===== config.mk =====
export PLATFORM = sky130hd
export DESIGN_NAME = xif_sig_result_unit
export DESIGN_NICKNAME = d
export VERILOG_FILES = /design/src/rtl/xif_sig_result_unit.sv
export SDC_FILE = /design/constraint.sdc
export NUM_CORES = 1
export LEC_CHECK = 0
export ABC_AREA = 1
export BUFFER_PORTS_ARGS = -buffer_cell sky130_fd_sc_hd__buf_2
export CAP_MARGIN = 0
export CORE_UTILIZATION = 39
export DETAILED_ROUTE_END_ITERATION = 16
export SLEW_MARGIN = 20
export SYNTH_ARGS = -nofsm -noshare
export SYNTH_HDL_FRONTEND = slang
export SYNTH_SLANG_ARGS = --single-unit

===== constraint.sdc =====
create_clock -name clk_i -period 8.43 [get_ports clk_i]
set_clock_uncertainty 0.05 [all_clocks]
set_input_delay 0.843 -clock clk_i [delete_from_list [all_inputs] [get_ports clk_i]]
set_output_delay 0.843 -clock clk_i [all_outputs]
set_load 0.01 [all_outputs]

===== src/rtl/xif_sig_result_unit.sv =====
// Result stage of the X-interface signature coprocessor: buffers accepted
// instructions, tracks commit/kill, and executes them in order on a signature register.
module xif_sig_result_unit #(
  parameter int ID_WIDTH = 4,
  parameter int XLEN     = 32,
  parameter int DEPTH    = 4
) (
  input  logic                clk_i,
  input  logic                rst_ni,
  input  logic                issue_fire_i,
  input  logic [ID_WIDTH-1:0] issue_id_i,
  input  logic [2:0]          issue_funct3_i,
  input  logic [4:0]          issue_rd_i,
  input  logic [XLEN-1:0]     issue_rs1_i,
  input  logic [XLEN-1:0]     issue_rs2_i,
  output logic                issue_full_o,
  input  logic                commit_valid_i,
  input  logic [ID_WIDTH-1:0] commit_id_i,
  input  logic                commit_kill_i,
  output logic                result_valid_o,
  input  logic                result_ready_i,
  output logic [ID_WIDTH-1:0] result_id_o,
  output logic [XLEN-1:0]     result_data_o,
  output logic [4:0]          result_rd_o,
  output logic                result_we_o,
  output logic [XLEN-1:0]     sig_o,
  output logic                err_o
);

  localparam int AW = $clog2(DEPTH);
  localparam int PW = AW + 1;

  // Result handshake: the payload is held stable while result_valid_o is high
  // and is consumed on a cycle where result_valid_o and result_ready_i are both high.

  logic [PW-1:0]       wr_ptr_q, rd_ptr_q, count;
  logic [AW-1:0]       wr_idx, rd_idx;
  logic [DEPTH-1:0]    valid_q, done_q, kill_q, commit_hit;
  logic [ID_WIDTH-1:0] id_q  [DEPTH];
  logic [2:0]          f3_q  [DEPTH];
  logic [4:0]          rd_q  [DEPTH];
  logic [XLEN-1:0]     rs1_q [DEPTH];
  logic [XLEN-1:0]     rs2_q [DEPTH];

  logic do_write, new_commit, commit_miss, slot_free;
  logic h_done, h_kill, retire_kill, retire_exec, do_pop;
  logic [2:0]      h_f3;
  logic [4:0]      h_rd;
  logic [ID_WIDTH-1:0] h_id;
  logic [XLEN-1:0] h_rs1, h_rs2;
  logic [XLEN-1:0] exec_data, sig_next, sig_q;
  logic            exec_we, exec_sig_we;

  assign wr_idx       = wr_ptr_q[AW-1:0];
  assign rd_idx       = rd_ptr_q[AW-1:0];
  assign count        = wr_ptr_q - rd_ptr_q;
  assign issue_full_o = (count == PW'(DEPTH));
  assign do_write     = issue_fire_i & ~issue_full_o;
  assign new_commit   = commit_valid_i & do_write & (commit_id_i == issue_id_i);
  assign slot_free    = ~result_valid_o | result_ready_i;
  assign sig_o        = sig_q;

  always_comb begin
    commit_hit = '0;
    for (int i = 0; i < DEPTH; i++) begin
      commit_hit[i] = commit_valid_i & valid_q[i] & ~done_q[i] & (id_q[i] == commit_id_i);
    end
  end

  assign commit_miss = commit_valid_i & ~(|commit_hit) & ~new_commit;

  // Effective head sees this cycle's commit, and an empty buffer exposes the
  // incoming instruction, so a just-committed head retires without a bubble.
  always_comb begin
    h_id   = id_q[rd_idx];
    h_f3   = f3_q[rd_idx];
    h_rd   = rd_q[rd_idx];
    h_rs1  = rs1_q[rd_idx];
    h_rs2  = rs2_q[rd_idx];
    h_done = 1'b0;
    h_kill = 1'b0;
    if (valid_q[rd_idx]) begin
      h_done = done_q[rd_idx] | commit_hit[rd_idx];
      h_kill = done_q[rd_idx] ? kill_q[rd_idx] : commit_kill_i;
    end else if (do_write) begin
      h_id   = issue_id_i;
      h_f3   = issue_funct3_i;
      h_rd   = issue_rd_i;
      h_rs1  = issue_rs1_i;
      h_rs2  = issue_rs2_i;
      h_done = new_commit;
      h_kill = commit_kill_i;
    end
  end

  assign retire_kill = h_done & h_kill;
  assign retire_exec = h_done & ~h_kill & slot_free;
  assign do_pop      = retire_kill | retire_exec;

  always_comb begin
    exec_data   = '0;
    exec_we     = 1'b1;
    exec_sig_we = 1'b0;
    sig_next    = sig_q;
    case (h_f3)
      3'd0: exec_data = h_rs1 + h_rs2;
      3'd1: exec_data = h_rs1 ^ h_rs2;
      3'd2: exec_data = sig_q;
      3'd3: begin
        exec_data   = sig_q;
        sig_next    = h_rs1;
        exec_sig_we = 1'b1;
      end
      3'd4: begin
        sig_next    = {sig_q[XLEN-2:0], sig_q[XLEN-1]} ^ h_rs1;
        exec_data   = sig_next;
        exec_sig_we = 1'b1;
      end
      default: exec_we = 1'b0;
    endcase
    if (h_rd == 5'd0) exec_we = 1'b0;
  end

  // Payload storage carries no reset; the valid flags qualify it.
  always_ff @(posedge clk_i) begin
    if (do_write) begin
      id_q[wr_idx]  <= issue_id_i;
      f3_q[wr_idx]  <= issue_funct3_i;
      rd_q[wr_idx]  <= issue_rd_i;
      rs1_q[wr_idx] <= issue_rs1_i;
      rs2_q[wr_idx] <= issue_rs2_i;
    end
  end

  always_ff @(posedge clk_i or negedge rst_ni) begin
    if (!rst_ni) begin
      wr_ptr_q       <= '0;
      rd_ptr_q       <= '0;
      valid_q        <= '0;
      done_q         <= '0;
      kill_q         <= '0;
      result_valid_o <= 1'b0;
      result_id_o    <= '0;
      result_data_o  <= '0;
      result_rd_o    <= '0;
      result_we_o    <= 1'b0;
      sig_q          <= '0;
      err_o          <= 1'b0;
    end else begin
      for (int i = 0; i < DEPTH; i++) begin
        if (commit_hit[i]) begin
          done_q[i] <= 1'b1;
          kill_q[i] <= commit_kill_i;
        end
      end
      if (do_write) begin
        valid_q[wr_idx] <= 1'b1;
        done_q[wr_idx]  <= new_commit;
        kill_q[wr_idx]  <= new_commit & commit_kill_i;
        wr_ptr_q        <= wr_ptr_q + 1'b1;
      end
      // Popping after the write lets a bypassed incoming head vanish cleanly.
      if (do_pop) begin
        valid_q[rd_idx] <= 1'b0;
        done_q[rd_idx]  <= 1'b0;
        kill_q[rd_idx]  <= 1'b0;
        rd_ptr_q        <= rd_ptr_q + 1'b1;
      end
      if (retire_exec) begin
        result_valid_o <= 1'b1;
        result_id_o    <= h_id;
        result_data_o  <= exec_data;
        result_rd_o    <= h_rd;
        result_we_o    <= exec_we;
        if (exec_sig_we) sig_q <= sig_next;
      end else if (result_ready_i) begin
        result_valid_o <= 1'b0;
      end
      if ((issue_fire_i & issue_full_o) | commit_miss) err_o <= 1'b1;
    end
  end

endmodule


* After elaboration in Yosys (flattened, before gate mapping) *
Memory sizes are Yosys's and may differ from the RTL's.
Index checks and enable logic that the tools add are counted.

storage, ports and cells
  bits of input ports = 86
  memory bits (writable) = 304
  logic and storage cells = 140
  bits in registers = 94
  memories kept = 5
  output and inout port bits = 77

memory list
  memory  words  bits a word  read ports  clocked after Yosys merged registers in  wr ports  RTL line  source
  rs1_q   4      32           1           0                                        1         42        logic [XLEN-1:0] rs1_q [DEPTH];
  rs2_q   4      32           1           0                                        1         43        logic [XLEN-1:0] rs2_q [DEPTH];
  rd_q    4      5            1           0                                        1         41        logic [4:0] rd_q [DEPTH];
  id_q    4      4            5           0                                        1         39        logic [ID_WIDTH-1:0] id_q [DEPTH];
  f3_q    4      3            1           0                                        1         40        logic [2:0] f3_q [DEPTH];

operators by class
  muxes and demuxes = 52
  add/sub/neg operators = 4
  equal/unequal tests = 10
  $lt $le $gt $ge = 4
  reduce and logical (&&, ||, !) cells = 11
  bitwise operators = 42

operator list
  kind                                                                                  count
  32-bit two-way mux                                                                    4
  32-bit case mux with 4 select lines                                                   1
  32-bit case mux with 2 select lines                                                   1
  32-bit bitwise XOR                                                                    2
  32-bit adder                                                                          1
  4-bit two-way mux                                                                     8
  1-bit two-way mux                                                                     26
  1-bit AND                                                                             22
  4-bit equality test                                                                   5
  4-bit AND                                                                             3
  5-bit two-way mux                                                                     2
  1-bit inverter                                                                        9
  1-bit binary-select mux with 2-bit select                                             4
  4-bit bitwise mux                                                                     2
  3-bit by 1-bit adder with 3-bit output (second input constant)                        2
  3-bit by 2-bit equality test with 1-bit output (second input constant)                2
  3-bit equality test (second input constant)                                           2
  2-bit by 3-bit less-than comparator with 1-bit output (second input constant)         2
  3-bit two-way mux                                                                     2
  5-bit logical NOT                                                                     1
  5-bit OR reduction                                                                    1
  1-bit demux with 2-bit select                                                         2
  2-bit by 1-bit greater-or-equal comparator with 1-bit output (second input constant)  2
  4-bit inverter                                                                        1
  10 further kinds                                                                      16

* Longest topological paths before layout *
Gate-level depths: netlist of run 1.

  depth in word-level cells = 12
  depth in mapped cells = 42
  mapped depth without buffers = 34

* Worst setup path after synthesis of run 1 *
Ideal clock, no wire load.

  kind = flip-flop to flip-flop
  start point = register rd_ptr_q[1]
  end point = register result_data_o[22]
  library setup time = 0.117 ns
  clock period less this slack = 5.439 ns
  setup slack = 2.991 ns
  data required time = 8.263 ns
  arrival = 5.272 ns
  path buffers = 10
  cell stages (with the launch flop) = 43
  path through = dfrtp_1 buf_2 inv_1 buf_4 buf_2 clkbuf_1 clkbuf_1 ha_1 nand2_1 nand2_1 nand2_1 nand3_2 nand3_4 buf_2 buf_2 buf_2 buf_2 clkbuf_1 (+7 left out) nand2_1 nand2_1 nand2_1 a21oi_1 nor2_1 nand3_1 nand2_1 nand2_1 nand2_1 nand2_1 nand2_1 nand3_1 nand2_1 nand2_1 nand3_1 nand2_1 nand2_1 nand2_1

on the way
  longest elaborated chain between the ends = 10
  elaborated cells on any way between the ends = 42
  classes of those cells = add/sub (2); eq/ne (5); mux (20); bitwise (10); reduce/logical (2); memory (3)

RTL lines
  item                                                   RTL line  source
  start: declaration                                     36        logic [PW-1:0] wr_ptr_q, rd_ptr_q, count;
  start signal: assignment                               167       rd_ptr_q <= rd_ptr_q + 1'b1;
  branches (longest 10 deep; another with 32-bit adder)  -
  end signal: assignment                                 172       result_data_o <= exec_data;
  end: declaration                                       23        output logic [XLEN-1:0] result_data_o,

Parallel ways; which one is timed is not known. The select of a mux whose other input is x is not followed.
A chain may end at the register's enable or synchronous reset.

* Worst setup path after layout of run 1 *
  start point = register rd_ptr_q[0]
  end point = register result_data_o[19]

The elaborated chain is that of the path after synthesis.

==> results.json, run 1 <==
{
  "timing.slew.headroom_pct": 26.71,
  "fin_nets": 2429,
  "synth_cells": 2180,
  "tritoncts.num_buffers": 45,
  "worst_setup_hold_path_clk_slew_ns": 0.06,
  "placement_rows": 82,
  "io-pin-count": 163,
  "crit_path_end_kind": "flop",
  "final_hold_vio_count": 0,
  "multiInputGateArea_um2": 7310,
  "chipWidth_um": 228.6,
  "netlist-cell-type-count": 55,
  "initial_utilization_pct": 39.76,
  "dpl_worst_slack_ns": 2.500,
  "grt_first_pass_wirelength_mm": 91.83,
  "post_cts_hold_buffers": 0,
  "drt.antenna.violating_nets": 0,
  "synth-seq-area-share_pct": 57.32,
  "rsz0062_at_grt": "no",
  "async_reset_ff_share_pct": 23.62,
  "routabilityCongestion": 0.9327,
  "ys_ff_latch": 398,
  "setup_slack_ns": 2.480,
  "drt_first_pass_iters": 5,
  "htree_num_levels": 2,
  "finalCriticalPeriod_ns": 5.950,
  "setup.worst_path.start": "rd_ptr_q[0]$_DFFE_PN0N_",
  "ys.flop_type": "sky130_fd_sc_hd__edfxtp_1",
  "final.setup.tns_ns": 0,
  "critical_path_arrival_ns": 6.41,
  "rr_startpoint": "rd_ptr_q[0]$_DFFE_PN0N_",
  "fp.dieArea_um2": 52260,
  "wire_length_per_cell_after_detailed_routing_um": 19.63,
  "core_region_area_um2": 50380,
  "via_count": 16080,
  "cts_setup_buffers": 0,
  "detailedRoute.firstIterationViolations": 1493,
  "antenna_found_initial": 6,
  "grt_pass1_vias": 15380,
  "post-route-period-util_pct": 70.59,
  "hp-class": "in2async",
  "synth.yosys.warnings": 0,
  "max_freq_mhz": 168.1,
  "fill_cells": 4826,
  "syn_nets": 2306,
  "post_synth_instance_area_um2": 20030,
  "maximum_number_of_pins_on_one_net_before_global_route_repair": 87,
  "hpwl_mm": 39.73,
  "synth.avg_cell_area_um2": 9.187,
  "fin_cells": 3012,
  "globalRouteOverflowTotal": 0,
  "crit_required_ns": 8.89,
  "timing.final.max_slew_violations": 0,
  "gr-usage-all-layers_pct": 22.66,
  "die_height_um": 228.6,
  "synth_edf_count": 304,
  "cts_tree": "built",
  "number_of_port_buffers": 162,
  "cts_sinks": 398,
  "dpl.cell_count": 2928,
  "clk-insertion-delay-late_ns": 0.58,
  "area_growth_syn_to_layout_pct": 13.66,
  "cap_viol_max_count": 0,
  "timing.setup.critical_path_class": "reg2reg",
  "worst_pin_slew_ns": 1.088,
  "regArea_um2": 11490,
  "report.final.setup_viol": 0,
  "run_status": "complete, no violations",
  "share_of_layout_cells_above_drive_strength_1_pct": 13.22,
  "remaining_drc_errors": 0,
  "cts-resized-gates": 0,
  "max-clock-path-buffers": 3,
  "cts.root.buffer_cell": "sky130_fd_sc_hd__clkbuf_16",
  "crit_path_start_kind": "flop",
  "routed_wl_mm": 59.14,
  "avgViaCountPerCell": 5.339,
  "worst-path-max-fanout": 86
}
==> path summary, 6_finish.rpt <==
| check | end | slack [ns] | depth (start not counted) |
|---|---|---|---|
| worst max-delay path | result_data_o[19]$_DFFE_PN0P_ | 2.48 | 20 |
| worst min-delay path | done_q[3]$_DFF_PN0_ | 0.17 | 1 |
| worst max register to register | result_data_o[19]$_DFFE_PN0P_ | 2.48 | 20 |
| worst min register to register | result_data_o[27]$_DFFE_PN0P_ | 0.42 | 2 |
| max in group asynchronous | result_data_o[15]$_DFFE_PN0P_ | 6.83 | 2 |
| min in group clk_i | result_data_o[27]$_DFFE_PN0P_ | 0.42 | 2 |
==> stage by stage <==
step	hold slack, ns	cell area, um^2	util [%]
2_1_floorplan	0.4507	20030	-
3_3_place_gp	0.4084	21350	42.38
3_5_place_dp	0.4119	21350	42.38
4_1_cts	0.1533	22760	45.18
5_1_grt	0.1837	22760	45.18
6_report	0.1659	22760	45.19
==> routing by layer <==
layer  GRT usage [%]  vias up  share of wire [%]
li1                -     7707                  -
met1           31.78     7837                 46
met2           35.39      453                 45
met3           4.079       79                6.1
met4           7.424        4                2.6
met5               0        -              0.039
==> area by class of cell <==
class	count	area share [%]
Sequential cell	398	50.46
Inverter	200	3.331
Clock buffer	63	5.557
Tap cell	672	3.694
Timing Repair Buffer	181	4.199
Clock inverter	19	0.6266
Antenna cell	2	0.02199
Multi-Input combinational cell	1477	32.11
==> critical path: stages (launching register included) <==
cell	delay (ns)
sky130_fd_sc_hd__dfrtp_4	0.72
sky130_fd_sc_hd__inv_4	0.43
sky130_fd_sc_hd__nand2_1	0.16
sky130_fd_sc_hd__nand3_1	0.09
sky130_fd_sc_hd__nand2_2	0.37
sky130_fd_sc_hd__nand3_4	0.59
sky130_fd_sc_hd__buf_4	0.50
sky130_fd_sc_hd__o21ai_0	0.88
sky130_fd_sc_hd__ha_1	0.48
sky130_fd_sc_hd__nand3_1	0.12
sky130_fd_sc_hd__nand2_1	0.07
sky130_fd_sc_hd__o21bai_1	0.20
sky130_fd_sc_hd__inv_1	0.07
sky130_fd_sc_hd__nand2_1	0.12
sky130_fd_sc_hd__nand2_1	0.08
sky130_fd_sc_hd__nand2_1	0.12
sky130_fd_sc_hd__nand2_1	0.09
sky130_fd_sc_hd__nand2_1	0.05
sky130_fd_sc_hd__o21ai_1	0.36
sky130_fd_sc_hd__nand2_1	0.11
sky130_fd_sc_hd__nand2_1	0.09
==> kinds of logic after synthesis <==
family          Yosys count  share of synthesized area [%]
compound gates          481                          13.73
xor+xnor                 21                         0.9183
fa+ha+maj                40                          2.536
buf+inv                 305                          6.235
flops                   398                          57.32
simple gates            935                          19.26
==> state kept, by name (all words and copies together), names as in the netlist, 4 cells and up <==
signal / count
result_id_o: 4
rs1_q: 128
kill_q: 4
valid_q: 4
sig_o: 32
rd_q: 20
id_q: 16
done_q: 4
f3_q: 12
result_rd_o: 5
rs2_q: 128
result_data_o: 32
==> cells in the mapped netlist, types with 3 or more instances <==
cell,instances,area (um^2)
sky130_fd_sc_hd__xnor2_1,5,43.79
sky130_fd_sc_hd__xor2_1,16,140.1
sky130_fd_sc_hd__nand3_1,89,445.4
sky130_fd_sc_hd__ha_1,39,488.0
sky130_fd_sc_hd__o21ai_1,26,130.1
sky130_fd_sc_hd__buf_4,5,37.54
sky130_fd_sc_hd__nor2_2,6,37.54
sky130_fd_sc_hd__buf_6,4,45.04
sky130_fd_sc_hd__buf_1,6,22.52
sky130_fd_sc_hd__nor2_1,153,574.3
sky130_fd_sc_hd__edfxtp_1,304,9129
sky130_fd_sc_hd__a311oi_1,3,26.28
sky130_fd_sc_hd__o22ai_1,6,37.54
sky130_fd_sc_hd__o21ai_0,197,986.0
sky130_fd_sc_hd__a21boi_1,3,22.52
sky130_fd_sc_hd__o221ai_1,24,210.2
sky130_fd_sc_hd__nand2_1,615,2308
sky130_fd_sc_hd__nand4_1,27,168.9
sky130_fd_sc_hd__or2_2,8,50.05
sky130_fd_sc_hd__nor3_1,11,55.05
sky130_fd_sc_hd__dfrtp_1,94,2352
sky130_fd_sc_hd__clkbuf_1,46,172.7
sky130_fd_sc_hd__a31oi_1,6,37.54
sky130_fd_sc_hd__nand3b_1,4,30.03
sky130_fd_sc_hd__a21oi_1,145,725.7
sky130_fd_sc_hd__o2111ai_1,9,78.83
sky130_fd_sc_hd__inv_2,18,67.56
sky130_fd_sc_hd__inv_1,182,683.2
sky130_fd_sc_hd__a22oi_1,42,315.3
sky130_fd_sc_hd__o21ai_2,3,26.28
sky130_fd_sc_hd__buf_2,44,220.2
sky130_fd_sc_hd__nand2_2,10,62.56
==> layout by cell type, fill, tap and decap left out, drive strengths merged, types with 19 or more instances in the layout <==
master,count
clkinv,19
dfrtp,94
a21oi,146
a22oi,42
nand3,92
nand2,625
buf,181
clkbuf,63
nand4,27
ha,39
inv,196
o21ai,226
nor2,161
o221ai,25
edfxtp,304
Power of run 1 is not shown: default switching activity piles up to over one toggle a cycle in this logic, so the estimate is an artifact.
==> run 2, diff against run 1 <==
Settings changed: ABC_AREA 1 to 0.
Clock period 8.43 ns to 5.9 ns, I/O delays scaled along.
==> run 2 against run 1 <==
Net effect:
- register-to-register slack lost 1.7 ns
- highest routed layer is now met4
- utilization grew 0.71 points
- setup slack worse by 1.7 ns
- worst hold slack worse by 0.15 ns
- count of clock-buffer cells in the layout down 10
==> results.json, run 2 <==
{
  "ys.flop_type": "sky130_fd_sc_hd__edfxtp_1",
  "hpwl_mm": 37.01,
  "dpl_cell_area_um2": 20970,
  "regArea_um2": 11490,
  "post-route-period-util_pct": 86.66,
  "commonest_cells_after_routing_fill_and_taps_aside": "sky130_fd_sc_hd__edfxtp_1, sky130_fd_sc_hd__nand2_1, sky130_fd_sc_hd__buf_2",
  "worst_r2r_endpoint": "result_data_o[23]$_DFFE_PN0P_",
  "run_status": "complete, no violations",
  "crit_required_ns": 6.25,
  "timing.setup.critical_path_class": "reg2reg",
  "final.setup.tns_ns": 0,
  "report.final.setup_viol": 0,
  "timing.reg2reg.setup_slack_ns": 0.79,
  "wire_length_per_cell_after_detailed_routing_um": 23.16,
  "fin_nets": 1763,
  "drt.antenna.violating_nets": 0,
  "grt_util_met3_pct": 3.325,
  "die_height_um": 225.1,
  "globalRouteOverflowTotal": 0,
  "cts_sinks": 398,
  "cts-resized-gates": 0,
  "layout_top_registers": "rs1_q: 128 flops, rs2_q: 128 flops",
  "rr_startpoint": "wr_ptr_q[0]$_DFFE_PN0P_",
  "hp-class": "in2async",
  "netlist_top_cells_area": "sky130_fd_sc_hd__edfxtp_1, sky130_fd_sc_hd__dfrtp_1, sky130_fd_sc_hd__mux4_2",
  "most_common_cell_in_the_synthesized_netlist": "sky130_fd_sc_hd__edfxtp_1",
  "rsz0062_at_grt": "no",
  "cts_tree": "built",
  "share_of_layout_cells_above_drive_strength_1_pct": 22.40,
  "io-pin-count": 163,
  "ys_ff_latch": 398,
  "gr-usage-all-layers_pct": 21.65,
  "global_route.usage.met1_pct": 30.47,
  "synth_cells": 1478,
  "crit_path_end_kind": "flop",
  "post_synth_instance_area_um2": 19410,
  "number_of_port_buffers": 162,
  "grt_met2_usage_pct": 34.13,
  "drt_first_pass_iters": 5,
  "synth_edf_count": 304,
  "htree_num_levels": 2,
  "final_hold_vio_count": 0,
  "crit_path_start_kind": "flop",
  "postLayoutCellArea_um2": 22520,
  "avgViaCountPerCell": 5.503,
  "fp.dieArea_um2": 50650,
  "finalCriticalPeriod_ns": 5.113,
  "routed_wl_mm": 54.17,
  "multiInputGateArea_um2": 7511,
  "placement_rows": 81,
  "worst_setup_hold_path_clk_slew_ns": 0.06,
  "timing.final.max_slew_violations": 0,
  "cts.root.buffer_cell": "sky130_fd_sc_hd__clkbuf_16",
  "grt_pass1_vias": 12820,
  "syn_nets": 1604,
  "area_growth_syn_to_layout_pct": 16.02,
  "max-clock-path-buffers": 3,
  "r2r.worst_path.cells": 19,
  "cap_viol_max_count": 0,
  "fill_cells": 4510,
  "async_reset_ff_share_pct": 23.62,
  "tritoncts.num_buffers": 44,
  "grt_first_pass_wirelength_mm": 81.72,
  "globalRoute.busiestLayer": "met2",
  "synth.avg_cell_area_um2": 13.13,
  "synth.yosys.warnings": 0,
  "detailedRoute.firstIterationViolations": 1214,
  "via_count": 12870,
  "synth-seq-area-share_pct": 59.16,
  "most_common_cell_after_layout_fill_and_taps_aside": "sky130_fd_sc_hd__edfxtp_1",
  "maximum_number_of_pins_on_one_net_before_global_route_repair": 65,
  "initial_utilization_pct": 39.56,
  "synth.top_cell.area_share_pct": 47.04,
  "post_cts_hold_buffers": 0,
  "post-synth-top-area-cell": "sky130_fd_sc_hd__edfxtp_1",
  "worst_pin_slew_ns": 1.101,
  "netlist-cell-type-count": 85,
  "chipWidth_um": 225.1,
  "remaining_drc_errors": 0,
  "max_freq_mhz": 195.6,
  "clk-insertion-delay-late_ns": 0.58,
  "cts_setup_buffers": 0,
  "routabilityCongestion": 0.8801,
  "antenna_found_initial": 7,
  "synth_common_cells": "sky130_fd_sc_hd__edfxtp_1, sky130_fd_sc_hd__nand2_1, sky130_fd_sc_hd__dfrtp_1, sky130_fd_sc_hd__mux4_2, sky130_fd_sc_hd__o21ai_0",
  "timing.slew.headroom_pct": 26.22,
  "core_region_area_um2": 49050,
  "worst-path-max-fanout": 43,
  "critical_path_arrival_ns": 5.47
}
==> run 2: metal layers <==
layer | share of wire, % | wire length (um)
met1 | 44 | 23740
met2 | 47 | 25580
met3 | 6.2 | 3369
met4 | 2.7 | 1474
met5 | 0 | 0
==> run 2: cell type report <==
class,count,area share (%)
antenna,5,0.05557
clock buffer,53,5.224
clock inverter,26,1.556
inverter,26,0.4557
multi-input combinational,976,33.36
sequential,398,51.03
tap,664,3.690
timing repair buffer,191,4.635
==> run 2: worst max path at each step <==
| stage | depth (start not counted) | end | startpoint | slack [ns] |
|---|---|---|---|---|
| after floorplan | 27 | result_data_o[30]$_DFFE_PN0P_ | rd_ptr_q[1]$_DFFE_PN0N_ | 0.38 |
| final | 19 | result_data_o[23]$_DFFE_PN0P_ | wr_ptr_q[0]$_DFFE_PN0P_ | 0.79 |
| after CTS | 19 | result_data_o[23]$_DFFE_PN0P_ | wr_ptr_q[0]$_DFFE_PN0P_ | 0.88 |
| after global placement | 18 | result_data_o[25]$_DFFE_PN0P_ | rd_ptr_q[1]$_DFFE_PN0N_ | 1.02 |
| after detailed placement | 19 | result_data_o[23]$_DFFE_PN0P_ | wr_ptr_q[0]$_DFFE_PN0P_ | 0.92 |
| after global routing | 19 | result_data_o[23]$_DFFE_PN0P_ | wr_ptr_q[0]$_DFFE_PN0P_ | 0.53 |
==> run 2: metrics by stage <==
stage	utilization, %	std cells	hold slack (ns)	setup WS, ns
finish	45.90	2339	0.01346	0.7870
global route	45.90	2339	0.07784	0.5300
CTS	45.86	2334	0.03583	0.8815
detailed placement	42.75	2255	0.4210	0.9204
global placement	42.75	2255	0.4081	1.016
floorplan	-	1478	0.2444	0.3829
==> run 2: kinds of logic after synthesis <==
group	share of synthesized area, %
simple gates	9.400
compound gates	9.613
fa+ha+maj	2.772
xor+xnor	5.919
buf+inv	2.295
flops	59.16
mux	10.84
==> run 2: worst max-delay path: stages (launching register included) <==
cell and delay (ns):
sky130_fd_sc_hd__dfrtp_1 0.41, sky130_fd_sc_hd__inv_1 0.15, sky130_fd_sc_hd__ha_1 0.15, sky130_fd_sc_hd__nor2b_1 0.39, sky130_fd_sc_hd__or3_4 0.24, sky130_fd_sc_hd__nand4_4 0.52
sky130_fd_sc_hd__buf_12 0.43, sky130_fd_sc_hd__nand2_1 0.10, sky130_fd_sc_hd__nand2_1 0.11, sky130_fd_sc_hd__ha_1 0.37, sky130_fd_sc_hd__o21ai_0 0.09, sky130_fd_sc_hd__nand2b_1 0.10
sky130_fd_sc_hd__o31a_1 0.18, sky130_fd_sc_hd__o211ai_1 0.10, sky130_fd_sc_hd__o21ai_1 0.36, sky130_fd_sc_hd__nand4bb_1 0.31, sky130_fd_sc_hd__a31oi_1 0.43, sky130_fd_sc_hd__nor2_1 0.10
sky130_fd_sc_hd__xor2_1 0.16, sky130_fd_sc_hd__o221ai_1 0.13
Power of run 2 is left out for the same reason.
==> run 3, diff against run 2 <==
Settings changed: CELL_PAD_IN_SITES_DETAIL_PLACEMENT set to 1, CELL_PAD_IN_SITES_GLOBAL_PLACEMENT set to 1, PLACE_DENSITY_LB_ADDON set to 0.1.
==> run 3 against run 2 <==
Net effect:
- critical path depth is the same
- register-to-register slack barely moved
- sequential share of layout area is 0.44 points lower
- utilization up 0.40 points
- setup slack worse by 0.012 ns
- sequential cell count stayed put
- cell count about the same
- fmax decreased by 0.24%
- highest routed layer is now met5
==> results.json, run 3 (synthesis gave the netlist of run 2 again) <==
{
  "drt_first_pass_iters": 5,
  "cts_setup_buffers": 0,
  "antenna_found_initial": 7,
  "worst-path-max-fanout": 24,
  "final_hold_vio_count": 0,
  "final.setup.tns_ns": 0,
  "area_growth_syn_to_layout_pct": 17.03,
  "timing.critical_path.cells": "inv_1 -> ha_1 -> nor2b_1 -> or3_4 -> nand4_4 -> buf_4 -> nand2_1 -> nand2_1 -> ha_1 -> nand3_1 -> o211ai_1 -> o31a_1 -> o211ai_1 -> o21ai_1 -> nand4bb_1 -> a21oi_2 -> nor3_2 -> xnor2_1 -> a221o_1",
  "share_of_layout_cells_above_drive_strength_1_pct": 22.27,
  "timing.critical_path.max_delay_family": "simple AND/OR/NAND/NOR gates",
  "hp-class": "in2async",
  "crit_path_end_kind": "flop",
  "hpwl_mm": 40.95,
  "report.final.setup_viol": 0,
  "crit_path_start_kind": "flop",
  "placement_rows": 81,
  "clk-insertion-delay-late_ns": 0.58,
  "max-clock-path-buffers": 3,
  "number_of_port_buffers": 162,
  "r2r.worst_path.cells": 19,
  "slowest_stage": "sky130_fd_sc_hd__nor2b_1",
  "globalRouteOverflowTotal": 0,
  "cap_viol_max_count": 0,
  "commonest_cells_after_routing_fill_and_taps_aside": "sky130_fd_sc_hd__edfxtp_1, sky130_fd_sc_hd__nand2_1, sky130_fd_sc_hd__buf_2",
  "post_cts_hold_buffers": 0,
  "grt_util_met3_pct": 3.403,
  "worstPathBufferInverterCount": 2,
  "timing.slew.headroom_pct": 32.10,
  "run_status": "complete, no violations",
  "globalRoute.busiestLayer": "met2",
  "grt_first_pass_wirelength_mm": 90.52,
  "detailedRoute.firstIterationViolations": 899,
  "global_route.usage.met1_pct": 34.65,
  "rsz0062_at_grt": "no",
  "fp.dieArea_um2": 50650,
  "crit_required_ns": 6.31,
  "routabilityCongestion": 0.8593,
  "crit_cells": 19,
  "io-pin-count": 163,
  "chipWidth_um": 225.1,
  "avgViaCountPerCell": 5.601,
  "grt_pass1_vias": 13710,
  "grt_met2_usage_pct": 38.77,
  "cts_tree": "built",
  "cts.root.buffer_cell": "sky130_fd_sc_hd__clkbuf_16",
  "drt.antenna.violating_nets": 0,
  "htree_num_levels": 2,
  "cts-resized-gates": 0,
  "timing.final.max_slew_violations": 0,
  "core_region_area_um2": 49050,
  "wire_length_per_cell_after_detailed_routing_um": 25.90,
  "max_freq_mhz": 195.1,
  "critical-path-max-stage-delay_ns": 0.41,
  "timing.setup.critical_path_class": "reg2reg",
  "finalCriticalPeriod_ns": 5.125,
  "most_common_cell_after_layout_fill_and_taps_aside": "sky130_fd_sc_hd__edfxtp_1",
  "maximum_number_of_pins_on_one_net_before_global_route_repair": 57,
  "tritoncts.num_buffers": 46,
  "routed_wl_mm": 60.64,
  "post-route-period-util_pct": 86.87,
  "gr-usage-all-layers_pct": 24.41,
  "worst_setup_hold_path_clk_slew_ns": 0.06,
  "initial_utilization_pct": 39.56,
  "die_height_um": 225.1,
  "fill_cells": 5113,
  "final_util_pct": 46.30,
  "worst_pin_slew_ns": 1.018,
  "remaining_drc_errors": 0,
  "via_count": 13110,
  "layout_top_registers": "rs1_q: 128 flops, rs2_q: 128 flops",
  "fin_nets": 1764,
  "critical_path_arrival_ns": 5.53,
  "cts_sinks": 398
}
[run 3: changes by cell type in the layout (fill, tap and decap cells not counted), sizes merged]
cell,previous run,this run
buf,191,190
bufinv,8,12
inv,25,24
diode,5,2
clkinv,16,20
clkinvlp,3,0
clkbuf,53,55
[run 3: path summary, 6_finish.rpt]
kind	startpoint	end	slack (ns)
max	wr_ptr_q[0]$_DFFE_PN0P_	result_data_o[27]$_DFFE_PN0P_	0.77
min	rst_ni	result_rd_o[0]$_DFFE_PN0P_	0.05
max reg2reg	wr_ptr_q[0]$_DFFE_PN0P_	result_data_o[27]$_DFFE_PN0P_	0.77
min reg2reg	err_o$_DFFE_PN0P_	err_o$_DFFE_PN0P_	0.43
max in group asynchronous	rst_ni	sig_o[21]$_DFFE_PN0P_	4.54
min in group clk_i	issue_rs1_i[19]	rs1_q[1][19]$_DFFE_PP_	0.19
[run 3: metal layers]
| layer | vias up | wire length (um) |
|---|---|---|
| met4 | 2 | 1775 |
| met5 | - | 9 |
| met1 | 6815 | 27640 |
| li1 | 5884 | - |
| met3 | 84 | 2787 |
| met2 | 326 | 28430 |
[run 3: layout make-up]
class	instances	area, um^2	share of cell area (%)
Inverter	26	102.6	0.4518
Sequential cell	398	11490	50.59
Tap cell	664	830.8	3.658
Clock inverter	30	457.9	2.016
Clock buffer	55	1206	5.311
Antenna cell	2	5.005	0.02204
Timing Repair Buffer	190	1111	4.892
Multi-Input combinational cell	976	7508	33.06
[run 3: per-stage QoR]
stage	instances	cell area [um^2]	hold WS [ns]	setup slack, ns
after detailed placement	2254	21040	0.4194	0.7690
after floorplan	1478	19410	0.2444	0.3829
final	2341	22710	0.04720	0.7746
after global routing	2340	22710	0.1031	0.3721
after CTS	2339	22710	0.08330	0.7197
after global placement	2254	21040	0.4104	0.8796
Power of run 3 is left out for the same reason.
